[config.mk]
export PLATFORM = sky130hd
export DESIGN_NAME = reset_sequencer
export DESIGN_NICKNAME = d
export VERILOG_FILES = /design/src/rtl/reset_sequencer_pkg.sv /design/src/rtl/reset_sync_chain.sv /design/src/rtl/reset_sequencer.sv
export SDC_FILE = /design/constraint.sdc
export NUM_CORES = 1
export LEC_CHECK = 0
export ABC_AREA = 1
export CAP_MARGIN = 20
export CORE_ASPECT_RATIO = 2
export CORE_MARGIN = 2
export CORE_UTILIZATION = 30
export CTS_BUF_LIST = sky130_fd_sc_hd__clkbuf_4 sky130_fd_sc_hd__clkbuf_8
export CTS_CLUSTER_DIAMETER = 50
export DETAILED_ROUTE_END_ITERATION = 8
export HOLD_SLACK_MARGIN = 0.1
export SLEW_MARGIN = 25
export SYNTH_ARGS = -nofsm -noshare
export SYNTH_HDL_FRONTEND = slang
export SYNTH_SLANG_ARGS = --single-unit
[constraint.sdc]
create_clock -name clk -period 1.7 [get_ports clk]
set_input_delay 0.255 -clock clk [delete_from_list [all_inputs] [get_ports clk]]
set_output_delay 0.255 -clock clk [all_outputs]
set_load 0.005 [all_outputs]
[src/rtl/reset_sequencer_pkg.sv]
//------------------------------------------------------------------------------
// Module  : reset_sequencer_pkg
// Brief   : Shared types and helpers for the staggered reset sequencer.
// Revision: 1.0 - initial release
//------------------------------------------------------------------------------
`default_nettype none

package reset_sequencer_pkg;

  typedef enum logic [1:0] {
    SYNC    = 2'd0,
    HOLD    = 2'd1,
    STAGGER = 2'd2,
    DONE    = 2'd3
  } seq_state_t;

  typedef enum logic {
    CAUSE_ASYNC = 1'b0,
    CAUSE_SW    = 1'b1
  } rst_cause_t;

  localparam int         c_SW_CNT_W   = 8;
  localparam logic [7:0] c_SW_CNT_MAX = 8'd255;

  // Width that holds max_val with one bit of headroom.
  function automatic int cnt_width(input int max_val);
    return $clog2(max_val) + 1;
  endfunction

endpackage

`default_nettype wire

[src/rtl/reset_sync_chain.sv]
//------------------------------------------------------------------------------
// Module  : reset_sync_chain
// Brief   : Async-clear, sync-set flop chain; sync_out rises STAGES edges after release.
// Revision: 1.0 - initial release
//------------------------------------------------------------------------------
`default_nettype none

module reset_sync_chain #(
  parameter int STAGES = 2
) (
  input  logic clk,
  input  logic async_reset,
  output logic sync_out
);

  logic [STAGES-1:0] r_sync;

  generate
    if (STAGES == 1) begin : g_single
      always_ff @(posedge clk or negedge async_reset) begin
        if (!async_reset) begin
          r_sync <= 1'b0;
        end else begin
          r_sync <= 1'b1;
        end
      end
    end else begin : g_chain
      always_ff @(posedge clk or negedge async_reset) begin
        if (!async_reset) begin
          r_sync <= '0;
        end else begin
          r_sync <= {r_sync[STAGES-2:0], 1'b1};
        end
      end
    end
  endgenerate

  assign sync_out = r_sync[STAGES-1];

endmodule

`default_nettype wire

[src/rtl/reset_sequencer.sv]
//------------------------------------------------------------------------------
// Module  : reset_sequencer
// Brief   : Async-assert reset generator with synchronised release and staggered
//           per-domain deassertion. Optional status ports: RESET_SEQUENCER_STATUS_EN.
// Revision: 1.0 - initial release
//------------------------------------------------------------------------------
`default_nettype none

module reset_sequencer
  import reset_sequencer_pkg::*;
#(
  parameter int   SYNC_STAGES    = 3,
  parameter int   NUM_OUT        = 4,
  parameter int   HOLD_CYCLES    = 16,
  parameter int   STAGGER_CYCLES = 8,
  parameter logic OUT_POLARITY   = 1'b1
) (
  input  logic               clk,
  input  logic               async_reset,
  input  logic               sw_reset_req,
`ifdef RESET_SEQUENCER_STATUS_EN
  output logic               reset_cause,
  output logic [7:0]         sw_reset_count,
`endif
  output logic [NUM_OUT-1:0] rst_o,
  output logic               rst_done
);

  localparam int c_HOLD_W = cnt_width(HOLD_CYCLES);
  localparam int c_STAG_W = cnt_width(STAGGER_CYCLES);
  localparam int c_IDX_W  = cnt_width(NUM_OUT);

  localparam logic [c_HOLD_W-1:0] c_HOLD_LAST = c_HOLD_W'(HOLD_CYCLES - 1);
  localparam logic [c_STAG_W-1:0] c_STAG_LAST = c_STAG_W'(STAGGER_CYCLES - 1);
  localparam logic [c_IDX_W-1:0]  c_IDX_LAST  = c_IDX_W'(NUM_OUT - 1);

  seq_state_t          r_state, w_state_d;
  logic [c_HOLD_W-1:0] r_hold, w_hold_d;
  logic [c_STAG_W-1:0] r_stag, w_stag_d;
  logic [c_IDX_W-1:0]  r_idx, w_idx_d, w_idx_inc;
  logic [NUM_OUT-1:0]  r_rst, w_rst_d, w_rst_shift;
  logic                r_done, w_done_d;
  logic                w_sync_out;

  // The SYNC->HOLD state flop is the last synchroniser stage, so the chain
  // is one shorter and HOLD is entered exactly SYNC_STAGES edges after release.
  reset_sync_chain #(
    .STAGES(SYNC_STAGES - 1)
  ) u_sync (
    .clk        (clk),
    .async_reset(async_reset),
    .sync_out   (w_sync_out)
  );

  // Shifting zeros in from bit 0 releases outputs strictly in index order.
  assign w_rst_shift = r_rst << 1;
  assign w_idx_inc   = r_idx + 1'b1;

  always_ff @(posedge clk or negedge async_reset) begin
    if (!async_reset) begin
      r_state <= SYNC;
      r_hold  <= '0;
      r_stag  <= '0;
      r_idx   <= '0;
      r_rst   <= '1;
      r_done  <= 1'b0;
    end else begin
      r_state <= w_state_d;
      r_hold  <= w_hold_d;
      r_stag  <= w_stag_d;
      r_idx   <= w_idx_d;
      r_rst   <= w_rst_d;
      r_done  <= w_done_d;
    end
  end

  always_comb begin
    w_state_d = r_state;
    w_hold_d  = r_hold;
    w_stag_d  = r_stag;
    w_idx_d   = r_idx;
    w_rst_d   = r_rst;
    w_done_d  = r_done;
    case (r_state)
      SYNC: begin
        if (w_sync_out) begin
          w_state_d = HOLD;
          w_hold_d  = '0;
        end
      end
      HOLD: begin
        if (r_hold == c_HOLD_LAST) begin
          w_rst_d   = w_rst_shift;
          w_idx_d   = '0;
          w_stag_d  = '0;
          w_hold_d  = '0;
          w_state_d = (NUM_OUT == 1) ? DONE : STAGGER;
          w_done_d  = (NUM_OUT == 1);
        end else begin
          w_hold_d = r_hold + 1'b1;
        end
      end
      STAGGER: begin
        if (r_stag == c_STAG_LAST) begin
          w_rst_d  = w_rst_shift;
          w_idx_d  = w_idx_inc;
          w_stag_d = '0;
          if (w_idx_inc == c_IDX_LAST) begin
            w_state_d = DONE;
            w_done_d  = 1'b1;
          end
        end else begin
          w_stag_d = r_stag + 1'b1;
        end
      end
      DONE: begin
        if (sw_reset_req) begin
          w_rst_d   = '1;
          w_done_d  = 1'b0;
          w_hold_d  = '0;
          w_state_d = HOLD;
        end
      end
      default: begin
        w_state_d = SYNC;
      end
    endcase
  end

  // Stored active-high; flip to the configured asserted level at the pins.
  assign rst_o    = r_rst ^ {NUM_OUT{~OUT_POLARITY}};
  assign rst_done = r_done;

`ifdef RESET_SEQUENCER_STATUS_EN
  logic       w_sw_accept;
  rst_cause_t r_cause;
  logic [7:0] r_sw_cnt;

  assign w_sw_accept = (r_state == DONE) && sw_reset_req;

  always_ff @(posedge clk or negedge async_reset) begin
    if (!async_reset) begin
      r_cause  <= CAUSE_ASYNC;
      r_sw_cnt <= '0;
    end else if (w_sw_accept) begin
      r_cause <= CAUSE_SW;
      if (r_sw_cnt != c_SW_CNT_MAX) begin
        r_sw_cnt <= r_sw_cnt + 1'b1;
      end
    end
  end

  assign reset_cause    = r_cause;
  assign sw_reset_count = r_sw_cnt;
`endif

endmodule

`default_nettype wire

==> results.toml <==
[detailed_routing]
dr.pass1.iters = 4
wl_per_cell_um = 11.81
drc = 0
antenna_left = 0
via_count = 927
first_iter_violations = 22
finalWirelength_um = 2409
drt-vias-per-instance = 4.544

[cells_and_area]
post-route-util_pct = 37.63
drive_gt1_share_pct = 27.45
antenna_cells = 0
mostFrequentLayoutCell = "nand2_1"
nNetsFinal = 166
finalNonFillerCells = 204
area_growth_pct = 20.17
final_cell_mix = "33 x nand2_1, 17 x dfrtp_1, 13 x inv_1"

[cts]
cts_tree = "done"
cts_max_level = 1
cts_sinks = 21
cts_hold_buf = 0
cts-buffers-inserted = 3
root_buffer = "clkbuf_8"
path_clk_slew_ns = 0.08
clk_latency_ns = 0.26
cts.path.max_buffers = 2

[sta]
finalCritPeriodShare_pct = 92.83
setup_tns_ns = 0
setup_viol = 0
finalHoldViolations = 0
rsz0062_at_grt = "false"
fmax_mhz = 633.6
skew_ns = 0.003155
layout_setup_ws_ns = 0.1218
min_period_ns = 1.578
report.final.slew_viol_count = 0

[floorplanning]
die_x_um = 48.79
core_mm2 = 0.003844
rows = 32
die_h_um = 93.58
dieArea_mm2 = 0.004566
ioPinCount = 8
start_util_pct = 31.32

[synth]
synth_largest_area_cell = "dfrtp_1"
ys_seq_area_share_pct = 44.07
synth.top_cell.area_share_pct = 35.34
netlist_instances = 135
synth.avg_cell_area_um2 = 8.916
yosysWarnings = 0
synth_cell_type_count = 25
synth_area_leaders = "dfrtp_1 35%, nand2_1 11%, ha_1 9.4%"
syn_nets = 147
ys_ff_latch = 21
syn_area_mm2 = 0.001204

[power]
p_seq_share_pct = 30.2
p_sw_share_pct = 44.60
power_frac_comb_pct = 56.9
peakVddDrop_mv = 0.7373
netSwitchingPower_mw = 1.183
pwr-share-clk_pct = 13.0
leakage_nw = 0.6919
power_density_mw_per_mm2 = 1834
p_int_mw = 1.469

[place]
dpl_worst_slack_ns = 0.06817
gp_congestion = 0.7294
placed_cells = 196
dpl.hpwl_um = 1734
port_buffers = 7

[setup_path]
crit_fanout = 6
crit_required_ns = 1.89
startpoint_type = "flop"
path_delay_family = "simple AND/OR/NAND/NOR gates"
critPathKind = "flop to flop"
slowest_stage = "dfrtp_1"
cpMostUsedCell = "nand2_1"
crit_chain = "buf_4 -> ha_2 -> nand2_1 -> nand2_1 -> nor2_4 -> clkbuf_2 -> a21oi_1 -> nor2_1"
end_kind = "flop"
cp_num_buf_inv = 2
max_stage_delay_ns = 0.41
arrival_ns = 1.77

[grt]
grt_pass1_vias = 936
grt.total_usage_pct = 10.91
antenna_found_initial = 0
grt_pass1_wl_um = 3884
overflow = 0
grt_max_degree = 22

[flow_run]
maxCapViolCount = 0

[min_path]
hp-class = "primary input to async pin"

[run_status]
status = "finished, final reports clean"
## sequential cells by signal, summed over array words and instances, names as in the netlist
name / flops
r_hold: 5
r_stag: 4
rst_o: 4
r_idx: 3
r_state: 2
u_sync.r_sync: 2
rst_done: 1
## synth_stat cells (all sizes together)
| master | count |
|---|---|
| a21oi | 6 |
| nand3 | 12 |
| nand4 | 5 |
| ha | 9 |
| buf | 1 |
| and3 | 1 |
| dfrtp | 17 |
| inv | 16 |
| a31oi | 1 |
| conb | 1 |
| nor2 | 12 |
| dfstp | 4 |
| or2 | 2 |
| nand2 | 40 |
| o21ai | 8 |
## metal layers
layer	wire (um)	up-vias	GRT usage [%]
met5	0	-	0
li1	-	474	-
met2	1364	7	21.46
met3	33	6	0.9585
met4	70	0	5.714
met1	941	440	10.93
## path summary, 6_finish.rpt
check | start | end | slack (ns) | cells past startpoint
max in group asynchronous | async_reset | rst_o[2]$_DFFE_PN1P_ | 1.08 | 2
setup reg to reg | r_state[1]$_DFFE_PN0P_ | r_hold[3]$_DFFE_PN0P_ | 0.12 | 8
hold / removal | async_reset | u_sync.r_sync[0]$_DFF_PN0_ | 0.35 | 2
min in group clk | u_sync.r_sync[0]$_DFF_PN0_ | u_sync.r_sync[1]$_DFF_PN0_ | 0.35 | 0
setup / recovery | r_state[1]$_DFFE_PN0P_ | r_hold[3]$_DFFE_PN0P_ | 0.12 | 8
hold reg to reg | u_sync.r_sync[0]$_DFF_PN0_ | u_sync.r_sync[1]$_DFF_PN0_ | 0.35 | 0
## cell families after synthesis
logic type	share of synthesized area, %
other	0.3116
buffers and inverters	5.925
flip-flops	44.07
AND/OR/NAND/NOR	31.50
AO/OA/AOI/OAI	8.836
adder cells (fa/ha/maj)	9.356
## through the flow
step / cell area [um2] / power [mW] / hold slack, ns
after floorplan: 1204 / 1.825 / -0.04059
after global placement: 1356 / 2.118 / 0.3326
after detailed placement: 1356 / 2.181 / 0.3371
after CTS: 1405 / 2.527 / 0.3546
after global routing: 1446 / 2.871 / 0.3639
final: 1446 / 2.652 / 0.3467
## timing repair
item	CTS	global route
endpoints found under the setup margin	0	14
resized for setup	0	4
buffers inserted	0	3
## power groups by stage
stage / registers [mW] / logic, mW / clock network [mW]
finish: 0.800 / 1.51 / 0.344
global placement: 0.794 / 1.32 / 0
CTS: 0.799 / 1.38 / 0.352
global route: 0.821 / 1.68 / 0.370
floorplan: 0.785 / 1.04 / 0
detailed placement: 0.809 / 1.37 / 0
## area by class of cell
cell class	instances	area, um2
Clock buffer	4	48.80
Fill cell	413	2397
Inverter	16	60.06
Multi-Input combinational cell	98	623.1
Sequential cell	21	530.5
Tap cell	51	63.81
Timing Repair Buffer	14	120.1
Power figures use the tool's default switching activity.
